## src/rtl/axi_arb_pkg.sv

```systemverilog
// Shared types and constants for the round-robin AXI read arbiter.
package axi_arb_pkg;

  typedef enum logic [1:0] {IDLE, ADDR, DATA} arb_state_e;

  localparam int LEN_WIDTH   = 4;
  localparam int MAX_MASTERS = 16;

  function automatic int idx_width(input int n);
    return (n > 1) ? $clog2(n) : 1;
  endfunction

endpackage

```

## src/rtl/rr_picker.sv

```systemverilog
// Combinational round-robin picker: first requester after 'last', wrapping at N-1 -> 0.
module rr_picker
  import axi_arb_pkg::*;
#(
  parameter int N  = 9,
  parameter int IW = idx_width(N)
) (
  input  logic [N-1:0]  req,
  input  logic [IW-1:0] last,
  output logic          gnt_valid,
  output logic [IW-1:0] gnt_idx
);

  function automatic logic [IW-1:0] wrap_idx(input logic [IW-1:0] base, input int off);
    return IW'((int'(base) + off) % N);
  endfunction

  // Scan from the farthest offset down so the nearest requester after 'last' is the one kept.
  always_comb begin
    gnt_valid = 1'b0;
    gnt_idx   = '0;
    for (int k = N; k >= 1; k--) begin
      if (req[wrap_idx(last, k)]) begin
        gnt_valid = 1'b1;
        gnt_idx   = wrap_idx(last, k);
      end
    end
  end

endmodule

```

## src/rtl/axi_read_arbiter_rr.sv

```systemverilog
// N-master round-robin AXI read arbiter, one burst in flight, ARID = granted master index.
// Define ARB_PERF_EN to add per-master saturating grant/wait counters and their output ports.
module axi_read_arbiter_rr
  import axi_arb_pkg::*;
#(
  parameter int READ_MASTERS = 9,
  parameter int ADDR_WIDTH   = 26,
  parameter int DATA_WIDTH   = 32,
  parameter int ID_WIDTH     = 4
) (
  input  logic                             clk,
  input  logic                             rst_n,
  input  logic [READ_MASTERS-1:0]          m_arvalid,
  output logic [READ_MASTERS-1:0]          m_arready,
  input  logic [READ_MASTERS*LEN_WIDTH-1:0] m_arlen,
  input  logic [READ_MASTERS*ADDR_WIDTH-1:0] m_araddr,
  output logic [READ_MASTERS-1:0]          m_rvalid,
  input  logic [READ_MASTERS-1:0]          m_rready,
  output logic                             m_rlast,
  output logic [DATA_WIDTH-1:0]            m_rdata,
  output logic                             ARVALID,
  input  logic                             ARREADY,
  output logic [ID_WIDTH-1:0]              ARID,
  output logic [LEN_WIDTH-1:0]             ARLEN,
  output logic [ADDR_WIDTH-1:0]            ARADDR,
  input  logic                             RVALID,
  output logic                             RREADY,
  input  logic                             RLAST,
  input  logic [ID_WIDTH-1:0]              RID,
  input  logic [DATA_WIDTH-1:0]            RDATA,
  output logic                             err
`ifdef ARB_PERF_EN
  ,
  output logic [READ_MASTERS*32-1:0]       perf_grant_cnt,
  output logic [READ_MASTERS*32-1:0]       perf_wait_cnt
`endif
);

  localparam int IW = idx_width(READ_MASTERS);

  arb_state_e            state_reg, state_next;
  logic [IW-1:0]         last_grant_reg;
  logic [IW-1:0]         gnt_reg;
  logic [LEN_WIDTH-1:0]  len_reg;
  logic [ADDR_WIDTH-1:0] addr_reg;
  logic [LEN_WIDTH-1:0]  beat_cnt_reg;
  logic                  err_reg;

  logic                  pick_valid;
  logic [IW-1:0]         pick_idx;
  logic                  rid_match;
  logic                  r_hs;

  rr_picker #(.N(READ_MASTERS), .IW(IW)) u_picker (
    .req       (m_arvalid),
    .last      (last_grant_reg),
    .gnt_valid (pick_valid),
    .gnt_idx   (pick_idx)
  );

  assign rid_match = (RID == ID_WIDTH'(gnt_reg));
  assign r_hs      = (state_reg == DATA) && RVALID && rid_match && m_rready[gnt_reg];

  assign ARID    = ID_WIDTH'(gnt_reg);
  assign ARLEN   = len_reg;
  assign ARADDR  = addr_reg;
  assign err     = err_reg;
  assign m_rlast = RLAST;
  assign m_rdata = RDATA;

  always_comb begin
    state_next = state_reg;
    m_arready  = '0;
    m_rvalid   = '0;
    RREADY     = 1'b0;
    ARVALID    = 1'b0;
    case (state_reg)
      IDLE: begin
        if (pick_valid) begin
          m_arready[pick_idx] = 1'b1;
          state_next          = ADDR;
        end
      end
      ADDR: begin
        ARVALID = 1'b1;
        if (ARREADY) state_next = DATA;
      end
      DATA: begin
        // Beats carrying a foreign RID are neither routed nor accepted.
        if (RVALID && rid_match) begin
          m_rvalid[gnt_reg] = 1'b1;
          RREADY            = m_rready[gnt_reg];
          if (m_rready[gnt_reg] && RLAST) state_next = IDLE;
        end
      end
      default: state_next = IDLE;
    endcase
  end

  always_ff @(posedge clk or negedge rst_n) begin
    if (!rst_n) begin
      state_reg      <= IDLE;
      last_grant_reg <= IW'(READ_MASTERS - 1);
      gnt_reg        <= '0;
      len_reg        <= '0;
      addr_reg       <= '0;
      beat_cnt_reg   <= '0;
      err_reg        <= 1'b0;
    end else begin
      state_reg <= state_next;
      if (state_reg == IDLE && pick_valid) begin
        gnt_reg  <= pick_idx;
        len_reg  <= m_arlen[int'(pick_idx)*LEN_WIDTH +: LEN_WIDTH];
        addr_reg <= m_araddr[int'(pick_idx)*ADDR_WIDTH +: ADDR_WIDTH];
      end
      if (state_reg == ADDR && ARREADY) beat_cnt_reg <= '0;
      if (r_hs) begin
        beat_cnt_reg <= beat_cnt_reg + 1'b1;
        if (RLAST != (beat_cnt_reg == len_reg)) err_reg <= 1'b1;
        if (RLAST) last_grant_reg <= gnt_reg;
      end
      if (state_reg == DATA && RVALID && !rid_match) err_reg <= 1'b1;
    end
  end

`ifdef ARB_PERF_EN
  for (genvar gi = 0; gi < READ_MASTERS; gi++) begin : g_perf
    logic [31:0] grant_cnt_reg;
    logic [31:0] wait_cnt_reg;

    always_ff @(posedge clk or negedge rst_n) begin
      if (!rst_n) begin
        grant_cnt_reg <= '0;
        wait_cnt_reg  <= '0;
      end else begin
        if (m_arvalid[gi] && m_arready[gi] && grant_cnt_reg != '1)
          grant_cnt_reg <= grant_cnt_reg + 1'b1;
        if (m_arvalid[gi] && !m_arready[gi] && wait_cnt_reg != '1)
          wait_cnt_reg <= wait_cnt_reg + 1'b1;
      end
    end

    assign perf_grant_cnt[gi*32 +: 32] = grant_cnt_reg;
    assign perf_wait_cnt[gi*32 +: 32]  = wait_cnt_reg;
  end
`endif

endmodule

```

## config.mk

```make
export PLATFORM = sky130hd
export DESIGN_NAME = axi_read_arbiter_rr
export DESIGN_NICKNAME = d
export VERILOG_FILES = /design/src/rtl/axi_arb_pkg.sv /design/src/rtl/rr_picker.sv /design/src/rtl/axi_read_arbiter_rr.sv
export SDC_FILE = /design/constraint.sdc
export NUM_CORES = 1
export LEC_CHECK = 0
export CAP_MARGIN = 20
export CORE_AREA = 4 4 162 164
export DETAILED_ROUTE_END_ITERATION = 7
export DIE_AREA = 0 0 166 168
export PLACE_DENSITY_LB_ADDON = 0.15
export REMOVE_ABC_BUFFERS = 1
export SLEW_MARGIN = 20
export SYNTH_ARGS = -nofsm -noshare
export SYNTH_HDL_FRONTEND = slang
export SYNTH_HIERARCHICAL = 1
export SYNTH_SLANG_ARGS = --single-unit
```

## constraint.sdc

```tcl
create_clock -name clk -period 9.9 [get_ports clk]
set_input_delay 1.98 -clock clk [delete_from_list [all_inputs] [get_ports clk]]
set_output_delay 1.98 -clock clk [all_outputs]
set_load 0.005 [all_outputs]
```

## Yosys cells after proc, flatten, opt, wreduce, memory -nomap -nowiden

Cells that the tools add are included.

| cells by class | value |
|---|---|
| equality and inequality tests | 9 |
| $add $sub $neg | 10 |
| muxes and demuxes | 59 |
| order comparisons | 13 |
| div/mod/pow operators | 9 |
| reduce and logical (&&, ||, !) cells | 18 |
| shift-type cells | 2 |
| multiply operators | 1 |

Operators with widths:

| operator | number |
|---|---|
| remainder unit 32 x 5 -> 32 bit (second input constant) | 9 |
| indexed part select 234 x 10 -> 26 bit | 1 |
| < comparator 4 x 5 -> 1 bit (second input constant) | 11 |
| 2-to-1 mux 4 bit | 11 |
| binary-select mux 1 bit (select 4 bit) | 10 |
| 2-to-1 mux 9 bit | 4 |
| indexed part select 36 x 7 -> 4 bit | 1 |
| 2-to-1 mux 1 bit | 27 |
| adder 4 x 3 -> 5 bit (second input constant) | 4 |
| adder 4 x 2 -> 5 bit (second input constant) | 2 |
| adder 4 x 4 -> 5 bit (second input constant) | 2 |
| logical AND 1 bit | 10 |
| demux 1 bit (select 4 bit) | 2 |
| == test 4 bit | 2 |
| >= comparator 4 x 1 -> 1 bit (second input constant) | 2 |
| multiplier 4 x 4 -> 8 bit (second input constant) | 1 |
| 2-to-1 mux 2 bit | 4 |
| case mux 2 bit (3 select lines) | 1 |
| nonzero test 2 bit | 3 |
| adder 4 x 1 -> 5 bit (second input constant) | 1 |
| adder 4 x 1 -> 4 bit (second input constant) | 1 |
| inequality test 2 x 1 -> 1 bit (second input constant) | 2 |
| inequality test 2 bit (second input constant) | 2 |
| AND reduction 2 bit | 2 |
| 6 further kinds | 6 |

| storage, ports and cells | value |
|---|---|
| bits of input ports | 329 |
| output and inout port bits | 88 |
| logic and storage cells | 128 |
| register bits after elaboration | 45 |

## Longest topological paths before layout

Gate-level depths: netlist (run 1).

| logic depth | value |
|---|---|
| depth after elaboration | 19 |
| gate-level depth with buffers | 33 |
| depth with buffers taken out | 26 |

## Modules after synthesis

Netlist (run 1), hierarchy kept.

Modules (own cells, without submodules):

| module | area each (sq um) | instances | seq. area each (sq um) | cells each |
|---|---|---|---|---|
| rr_picker | 5063.6 | 1 | 0.0 | 707 |
| axi_read_arbiter_rr | 4150.2 | 1 | 1127.3 | 363 |

## Least setup slack after synthesis (run 1)

OpenSTA, ideal clock, no wires.

| timing path | value |
|---|---|
| path type | flip-flop to output port |
| start point | register last_grant_reg[0] |
| end point | output m_arready[8] |
| stages on the path, launching flop included | 32 |
| slack | 0.310 ns |
| data required time | 7.920 ns |
| arrival time | 7.610 ns |
| buffers on the path | 11 |
| path through | dfrtp_1 buf_4 buf_2 buf_2 buf_2 clkbuf_1 clkbuf_1 inv_1 ha_1 clkbuf_1 inv_2 buf_1 ha_1 or3_1 o21ai_2 xnor2_1 ha_1 nand2b_1 a21oi_1 o21bai_1 nor2_2 or4_1 a211oi_1 a211o_1 a31oi_1 or4_1 a21oi_1 buf_2 nor4b_1 and3_1 buf_2 buf_2 |

| between the ends | value |
|---|---|
| word-level cells in the longest chain between the ends | 19 |
| elaborated cells on any way between the ends | 61 |
| classes of those cells | 9 x add/sub; 9 x div; 2 x order compare; 40 x mux; 1 x reduce/logical |

Ends and longest elaborated chain:

| item | RTL line | RTL |
|---|---|---|
| start: declaration | axi_read_arbiter_rr.sv:42 | `logic [IW-1:0] last_grant_reg;` |
| start signal: assignment | axi_read_arbiter_rr.sv:103 | `last_grant_reg <= IW'(READ_MASTERS - 1);` |
| start signal: assignment | axi_read_arbiter_rr.sv:120 | `if (RLAST) last_grant_reg <= gnt_reg;` |
| adder 4 x 4 -> 5 bit | rr_picker.sv:15 | `return IW'((int'(base) + off) % N);` |
| remainder unit 32 x 5 -> 32 bit | rr_picker.sv:15 |  |
| binary-select mux 1 bit (select 4 bit) | rr_picker.sv:23 | `if (req[wrap_idx(last, k)]) begin` |
| 2-to-1 mux 1 bit (not written as such) | rr_picker.sv:23 |  |
| 2-to-1 mux 4 bit (8 in a row) | rr_picker.sv:23 |  |
| 2-to-1 mux 4 bit * | rr_picker.sv:23 |  |
| named net pick_idx[3] | axi_read_arbiter_rr.sv:50 | `logic [IW-1:0] pick_idx;` |
| < comparator 4 x 5 -> 1 bit (not written as such) or >= comparator 4 x 1 -> 1 bit (tied branches) | axi_read_arbiter_rr.sv:80 | `m_arready[pick_idx] = 1'b1;` |
| logical AND 1 bit (not written as such) | axi_read_arbiter_rr.sv:80 |  |
| 2-to-1 mux 1 bit (not written as such) | axi_read_arbiter_rr.sv:80 |  |
| demux 1 bit (select 4 bit) * | axi_read_arbiter_rr.sv:80 |  |
| 2-to-1 mux 9 bit * | axi_read_arbiter_rr.sv:79 | `if (pick_valid) begin` |
| 2-to-1 mux 9 bit * | axi_read_arbiter_rr.sv:77 | `case (state_reg)` |
| end: declaration | axi_read_arbiter_rr.sv:14 | `output logic [READ_MASTERS-1:0] m_arready,` |

The timed path passes the listed nets; every way through them passes the cells marked *. The select of a mux whose other input is x is not followed.

## Worst setup path after layout (run 1)

| timing path | value |
|---|---|
| start point | register last_grant_reg[1] |
| end point | output m_arready[8] |

Same word-level chain as after synthesis.

==> impl_metrics.py, run 1 <==
metrics = {
    "run_status": {
        "outcome": "finished clean",
    },
    "synthesis": {
        "synthSimpleGateAreaFrac": 0.199,
        "async_reset_ff_frac": 1.00,
        "yosysSeqAreaShare": 0.122,
        "yosys.area.top_type_share": 0.159,
        "synth.most_common_cell": "nand2_1",
        "yosys_warnings": 6,
        "synth_xor_area_frac": 0.0477,
        "syn_area_sq_um": 9210,
        "yosys.area.top_type": "mux4_2",
        "synth_fa_ha_area_frac": 0.0693,
        "ys.flop_type": "dfrtp_1",
        "synthMuxAreaShare": 0.226,
        "synth_top_family_by_area": "compound AO/OA/AOI/OAI gates",
        "synth_seq_cells": 45,
        "synth_edf_count": 0,
        "synth_cell_type_count": 112,
        "synth_compound_area_frac": 0.254,
        "synthTopCellsByArea": "mux4_2 16%, dfrtp_1 12%, ha_1 6.9%",
        "synth_cells": 1070,
        "avgSynthCellArea_sq_um": 8.61,
        "netlist_top_cells_count": "101 x nand2_1, 66 x nor2_1, 65 x mux4_2",
    },
    "detailed_routing": {
        "m1WireLength_mm": 17.9,
        "dr_wl_met2_mm": 20.0,
        "viasPerCell": 6.13,
        "met3_length_mm": 4.07,
        "post_drt_wl_per_cell_um": 25.5,
        "drt_iter0_drc": 991,
        "drc": 0,
        "drt_pre_antenna_iters": 6,
        "routed.top_layer": "met5",
        "antenna_left": 0,
        "via_count": 10300,
        "wl_mm": 42.8,
    },
    "global_route": {
        "grt.total_usage": 0.290,
        "antenna_found_initial": 2,
        "first_global_vias": 9935,
        "grt-ovfl-total": 0,
        "grt_pass1_wl_mm": 62.8,
        "grt_max_degree": 52,
    },
    "final_layout": {
        "area_delta_synth_final_pct": 40.3,
        "drive_gt1_frac": 0.136,
        "postLayoutCellArea_sq_um": 12900,
        "largest_reg_flops": 26,
        "nFillCells": 2331,
        "diodes": 0,
        "final_nets": 1728,
    },
    "timing": {
        "slew_viol_final": 0,
        "skew_ns": 0.00863,
        "max_slew.worst_pin.slew_ns": 0.959,
        "rsz0062_at_grt": "no",
        "setup_violations": 0,
        "slew-limit-headroom": 0.361,
        "finalHoldViolations": 0,
        "layout_min_cycle_time_ns": 9.25,
        "max_freq_mhz": 108,
        "fin_crit_sh": 0.934,
        "setup_ws_ns": 0.652,
    },
    "floorplanning": {
        "die_area_sq_um": 27900,
        "pin_count": 417,
        "die_h_um": 168,
        "die_w_um": 166,
        "start_util": 0.370,
        "rows": 58,
        "coreArea_sq_um": 24900,
    },
    "critical_path": {
        "cpLargestDelayFamily": "compound AO/OA/AOI/OAI gates",
        "required_ns": 7.92,
        "cp-start-kind": "register",
        "cp_num_buf_inv": 3,
        "endpoint_kind": "primary output",
        "crit_top_cell": "ha_1",
        "critPathMaxStageDelay_ns": 0.54,
        "slowest_stage": "dfrtp_1",
        "cp.arrival_ns": 7.27,
        "crit_type": "reg2out",
        "path_max_fanout": 14,
        "crit_chain": "inv_2 > ha_1 > xnor2_2 > ha_1 > or3_1 > o21ai_2 > xnor2_1 > ha_1 > nand2b_1 > a21oi_1 > o21bai_1 > nor2_2 > or4_1 > a211oi_1 > o21ai_1 > o21a_1 > a211oi_1 > o311ai_4 > nor4b_1 > buf_4 > and3_1 > clkdlybuf4s50_1",
    },
    "place": {
        "place_area_sq_um": 12800,
        "place.gp.congestion": 0.990,
        "hpwlAfterDp_mm": 35.0,
        "pre_cts_ws_ns": 1.11,
        "port_buffers": 352,
    },
    "clock_network": {
        "numCtsBuffers": 5,
        "htreeDepth": 2,
        "root_buffer": "clkbuf_16",
        "cts_tree": "done",
        "cts.sinks": 45,
        "postCtsSetupBuffers": 0,
        "insertion_delay_ns": 0.31,
        "clk_pin_slew_worst_paths_ns": 0.07,
        "postCtsHoldBufs": 0,
        "clock_path_buffers": 2,
        "ctsResizeCount": 0,
    },
    "job": {
        "cap_violations": 0,
    },
    "worst_hold_path": {
        "hold_class": "reg2reg",
    },
    "power": {
        "ir_drop_uv": 208,
        "p_leak_uw": 0.00488,
        "power.density_nw_per_um2": 251,
    },
}
-- kinds of logic (layout without fill, tap and decap cells) --
logic type,after synthesis,after routing
fa+ha+maj,51,51
compound gates,310,310
xor+xnor,45,45
mux,122,122
buf+inv,149,428
simple gates,348,348
flops,45,45
-- per-layer routing --
layer,GRT usage,vias to the layer above
met5,0.0104,-
met4,0.0595,4
met3,0.0695,59
met2,0.470,586
met1,0.396,5010
li1,-,4635
-- per-stage QoR --
stage                     hold WS (ns)  utilization  power [uW]  instances  setup TNS [ns]
after detailed placement         0.464        0.513        3040       1671               0
after global placement           0.467        0.513        3040       1671               0
after global routing             0.507        0.519        3460       1679               0
after floorplan                  0.464            -        2340        964         -253.31
final                            0.488        0.519        3240       1679               0
after CTS                        0.480        0.519        3230       1679               0
-- cell type report --
type	instances	area (sq um)	share of cell area
Tap cell	330	413	0.0319
Inverter	43	161	0.0125
Clock inverter	2	15.0	0.00116
Sequential cell	45	1130	0.0873
Multi-Input combinational cell	876	7370	0.570
Clock buffer	6	129	0.00997
Timing Repair Buffer	377	3710	0.287
-- cell usage in the layout (no fill, tap or decap), types with 11 or more instances in the layout --
cell | synthesis | final
nand4_1 | 15 | 15
or3_1 | 11 | 11
mux2_2 | 13 | 13
o21ai_0 | 34 | 34
inv_1 | 35 | 35
buf_4 | 37 | 25
a21oi_1 | 49 | 49
clkdlybuf4s50_1 | 0 | 351
a31oi_1 | 12 | 12
nand2_1 | 101 | 100
a22oi_1 | 56 | 55
nor3_1 | 21 | 20
nor2b_1 | 13 | 13
dfrtp_1 | 44 | 43
mux4_2 | 65 | 65
mux2i_1 | 37 | 37
o21ai_1 | 12 | 12
nand3_1 | 16 | 16
nand2b_1 | 18 | 18
ha_1 | 51 | 51
nor2_1 | 66 | 66
o211ai_1 | 16 | 16
xnor2_1 | 29 | 29
-- worst paths after layout --
| check | from | end | slack, ns | cells after the start |
|---|---|---|---|---|
| max | last_grant_reg[1]$_DFFE_PN0P_ | m_arready[8] | 0.65 | 22 |
| min | err$_DFFE_PN0P_ | err$_DFFE_PN0P_ | 0.49 | 1 |
| max reg2reg | last_grant_reg[1]$_DFFE_PN0P_ | ARADDR[20]$_DFFE_PN0P_ | 2.04 | 29 |
| min reg2reg | err$_DFFE_PN0P_ | err$_DFFE_PN0P_ | 0.49 | 1 |
| max in group asynchronous | rst_n | last_grant_reg[0]$_DFFE_PN0P_ | 7.64 | 2 |
| min in group asynchronous | rst_n | ARID[0]$_DFFE_PN0P_ | 1.77 | 2 |
-- power breakdown --
| part | internal (uW) | switching (uW) |
|---|---|---|
| registers | 261 | 81.3 |
| logic | 1290 | 1430 |
| clock network | 93.9 | 80.7 |
| total | 1640 | 1600 |
Note: power is estimated with default switching activity, not from simulation.
==> run 2: changes to the inputs <==
Settings changed: ABC_AREA set to 0, CELL_PAD_IN_SITES_DETAIL_PLACEMENT set to 1, CELL_PAD_IN_SITES_GLOBAL_PLACEMENT set to 1, CORE_AREA 4 4 162 164 to 4 4 187 189, DIE_AREA 0 0 166 168 to 0 0 191 193, MAX_ROUTING_LAYER set to met4.
==> run 2 against run 1 <==
  * Clock power grew 5%
  * Clock skew grew 0.0069 ns
  * Via count shrank 2.0%
  * Critical endpoint is now m_arready[4]
  * Power grew 1.1%
  * Highest routed layer is now met4
==> impl_metrics.py, run 2 (synthesis gave the netlist of run 1 again) <==
metrics = {
    "final_layout": {
        "largest_reg_flops": 26,
        "final_nets": 1729,
        "final_common_cell": "clkdlybuf4s50_1",
        "most-common-layout-cells": "351 x clkdlybuf4s50_1, 100 x nand2_1, 66 x nor2_1",
        "area_delta_synth_final_pct": 42.3,
        "fin_util": 0.394,
        "drive_gt1_frac": 0.139,
    },
    "critical_path": {
        "cp-start-kind": "register",
        "crit_type": "reg2out",
        "required_ns": 7.92,
        "slowest_stage": "dfstp_2",
        "cp.arrival_ns": 7.42,
        "critPathMaxStageDelay_ns": 0.87,
        "endpoint_kind": "primary output",
        "crit_chain": "ha_1 > a211oi_2 > or2_1 > xnor2_1 > ha_1 > inv_1 > o22ai_1 > and2_1 > mux2_1 > a311o_1 > o311a_1 > nor3_4 > mux2_2 > nand2_1 > a31oi_1 > o311ai_2 > nand2_1 > nor3_1 > clkdlybuf4s50_1",
        "path_max_fanout": 22,
    },
    "timing": {
        "setup_ws_ns": 0.503,
        "fin_crit_sh": 0.949,
        "rsz0062_at_grt": "no",
        "finalHoldViolations": 0,
        "slew_viol_final": 0,
        "layout_min_cycle_time_ns": 9.40,
        "setup_violations": 0,
        "max_freq_mhz": 106,
        "max_slew.worst_pin.slew_ns": 1.07,
        "skew_ns": 0.0156,
        "fin_setup_tns_ns": 0,
        "slew-limit-headroom": 0.284,
    },
    "detailed_routing": {
        "via_count": 10100,
        "post_drt_wl_per_cell_um": 27.1,
        "viasPerCell": 5.59,
        "drt_iter0_drc": 585,
        "drt_pre_antenna_iters": 4,
        "antenna_left": 0,
        "wl_mm": 48.9,
        "drc": 0,
    },
    "place": {
        "port_buffers": 352,
        "pre_cts_ws_ns": 0.894,
        "hpwlAfterDp_mm": 40.9,
        "place.gp.congestion": 0.929,
    },
    "power": {
        "ir_drop_uv": 169,
        "p_leak_uw": 0.00490,
        "power.density_nw_per_um2": 250,
    },
    "clock_network": {
        "numCtsBuffers": 5,
        "htreeDepth": 2,
        "ctsResizeCount": 0,
        "postCtsSetupBuffers": 0,
        "root_buffer": "clkbuf_16",
        "cts_tree": "done",
        "clock_path_buffers": 2,
        "postCtsHoldBufs": 0,
        "clk_pin_slew_worst_paths_ns": 0.08,
        "cts.sinks": 45,
        "insertion_delay_ns": 0.31,
    },
    "floorplanning": {
        "die_area_sq_um": 36900,
        "rows": 67,
        "pin_count": 417,
        "die_h_um": 193,
        "start_util": 0.277,
        "coreArea_sq_um": 33300,
        "die_w_um": 191,
    },
    "global_route": {
        "grt_max_degree": 62,
        "first_global_vias": 10400,
        "antenna_found_initial": 13,
        "grt_pass1_wl_mm": 69.1,
        "grt.total_usage": 0.258,
        "grt-ovfl-total": 0,
    },
    "worst_hold_path": {
        "hold_class": "reg2reg",
    },
    "run_status": {
        "outcome": "finished clean",
    },
    "job": {
        "cap_violations": 0,
    },
}
run 2: changes by cell type in the layout (fill, tap and decap cells not counted), sizes merged:
cell | before | now
buf | 26 | 27
diode | 0 | 7
clkinvlp | 2 | 1
clkbuf | 6 | 5
clkinv | 0 | 1
inv | 43 | 44
run 2: final timing paths:
kind                                                from                            end  slack, ns  cells after the start
setup / recovery           last_grant_reg[3]$_DFFE_PN1P_                   m_arready[4]       0.50                     19
hold / removal                    ARADDR[24]$_DFFE_PN0P_         ARADDR[24]$_DFFE_PN0P_       0.49                      2
setup reg to reg           last_grant_reg[1]$_DFFE_PN0P_         ARADDR[20]$_DFFE_PN0P_       2.36                     28
hold reg to reg                   ARADDR[24]$_DFFE_PN0P_         ARADDR[24]$_DFFE_PN0P_       0.49                      2
max in group asynchronous                          rst_n  last_grant_reg[0]$_DFFE_PN0P_       7.67                      2
min in group asynchronous                          rst_n           ARLEN[2]$_DFFE_PN0P_       1.78                      2
run 2: worst max-delay path, delay by kind of cell (launching register included):
kind / cells / cell delay, ns
flip-flops: 1 / 0.87
XOR/XNOR: 1 / 0.29
buffers and inverters: 2 / 0.72
multiplexers: 2 / 0.75
AND/OR/NAND/NOR: 6 / 1.74
adder cells (fa/ha/maj): 2 / 0.77
AO/OA/AOI/OAI: 6 / 1.94
run 2: metal layers:
metal  part of all wire  wire, um  global-route usage  up-vias
met4              0.019       935              0.0511        0
met2               0.48     23400               0.412      370
li1                   -         -                   -     4634
met5                  0         0                   -        -
met3              0.063      3080              0.0520       40
met1               0.44     21500               0.344     5039
run 2: report_power, final:
part	switching, uW	internal [uW]
clock network	88.8	95.4
registers	92.0	261
logic	1450	1290
run 2: cell type report:
type	instances	area [sq um]
fill	3901	20200
sequential	45	1130
multi-input combinational	876	7380
timing repair buffer	378	3710
antenna	7	17.5
clock buffer	5	125
inverter	43	161
clock inverter	3	25.0
tap	448	561
run 2: per-stage QoR:
| step | total power, uW | std cells | area, sq um | hold slack [ns] |
|---|---|---|---|---|
| 2_1_floorplan | 2340 | 964 | 8620 | 0.464 |
| 3_3_place_gp | 3090 | 1790 | 12900 | 0.471 |
| 3_5_place_dp | 3110 | 1790 | 12900 | 0.477 |
| 4_1_cts | 3310 | 1798 | 13100 | 0.495 |
| 5_1_grt | 3530 | 1804 | 13100 | 0.517 |
| 6_report | 3280 | 1805 | 13100 | 0.490 |
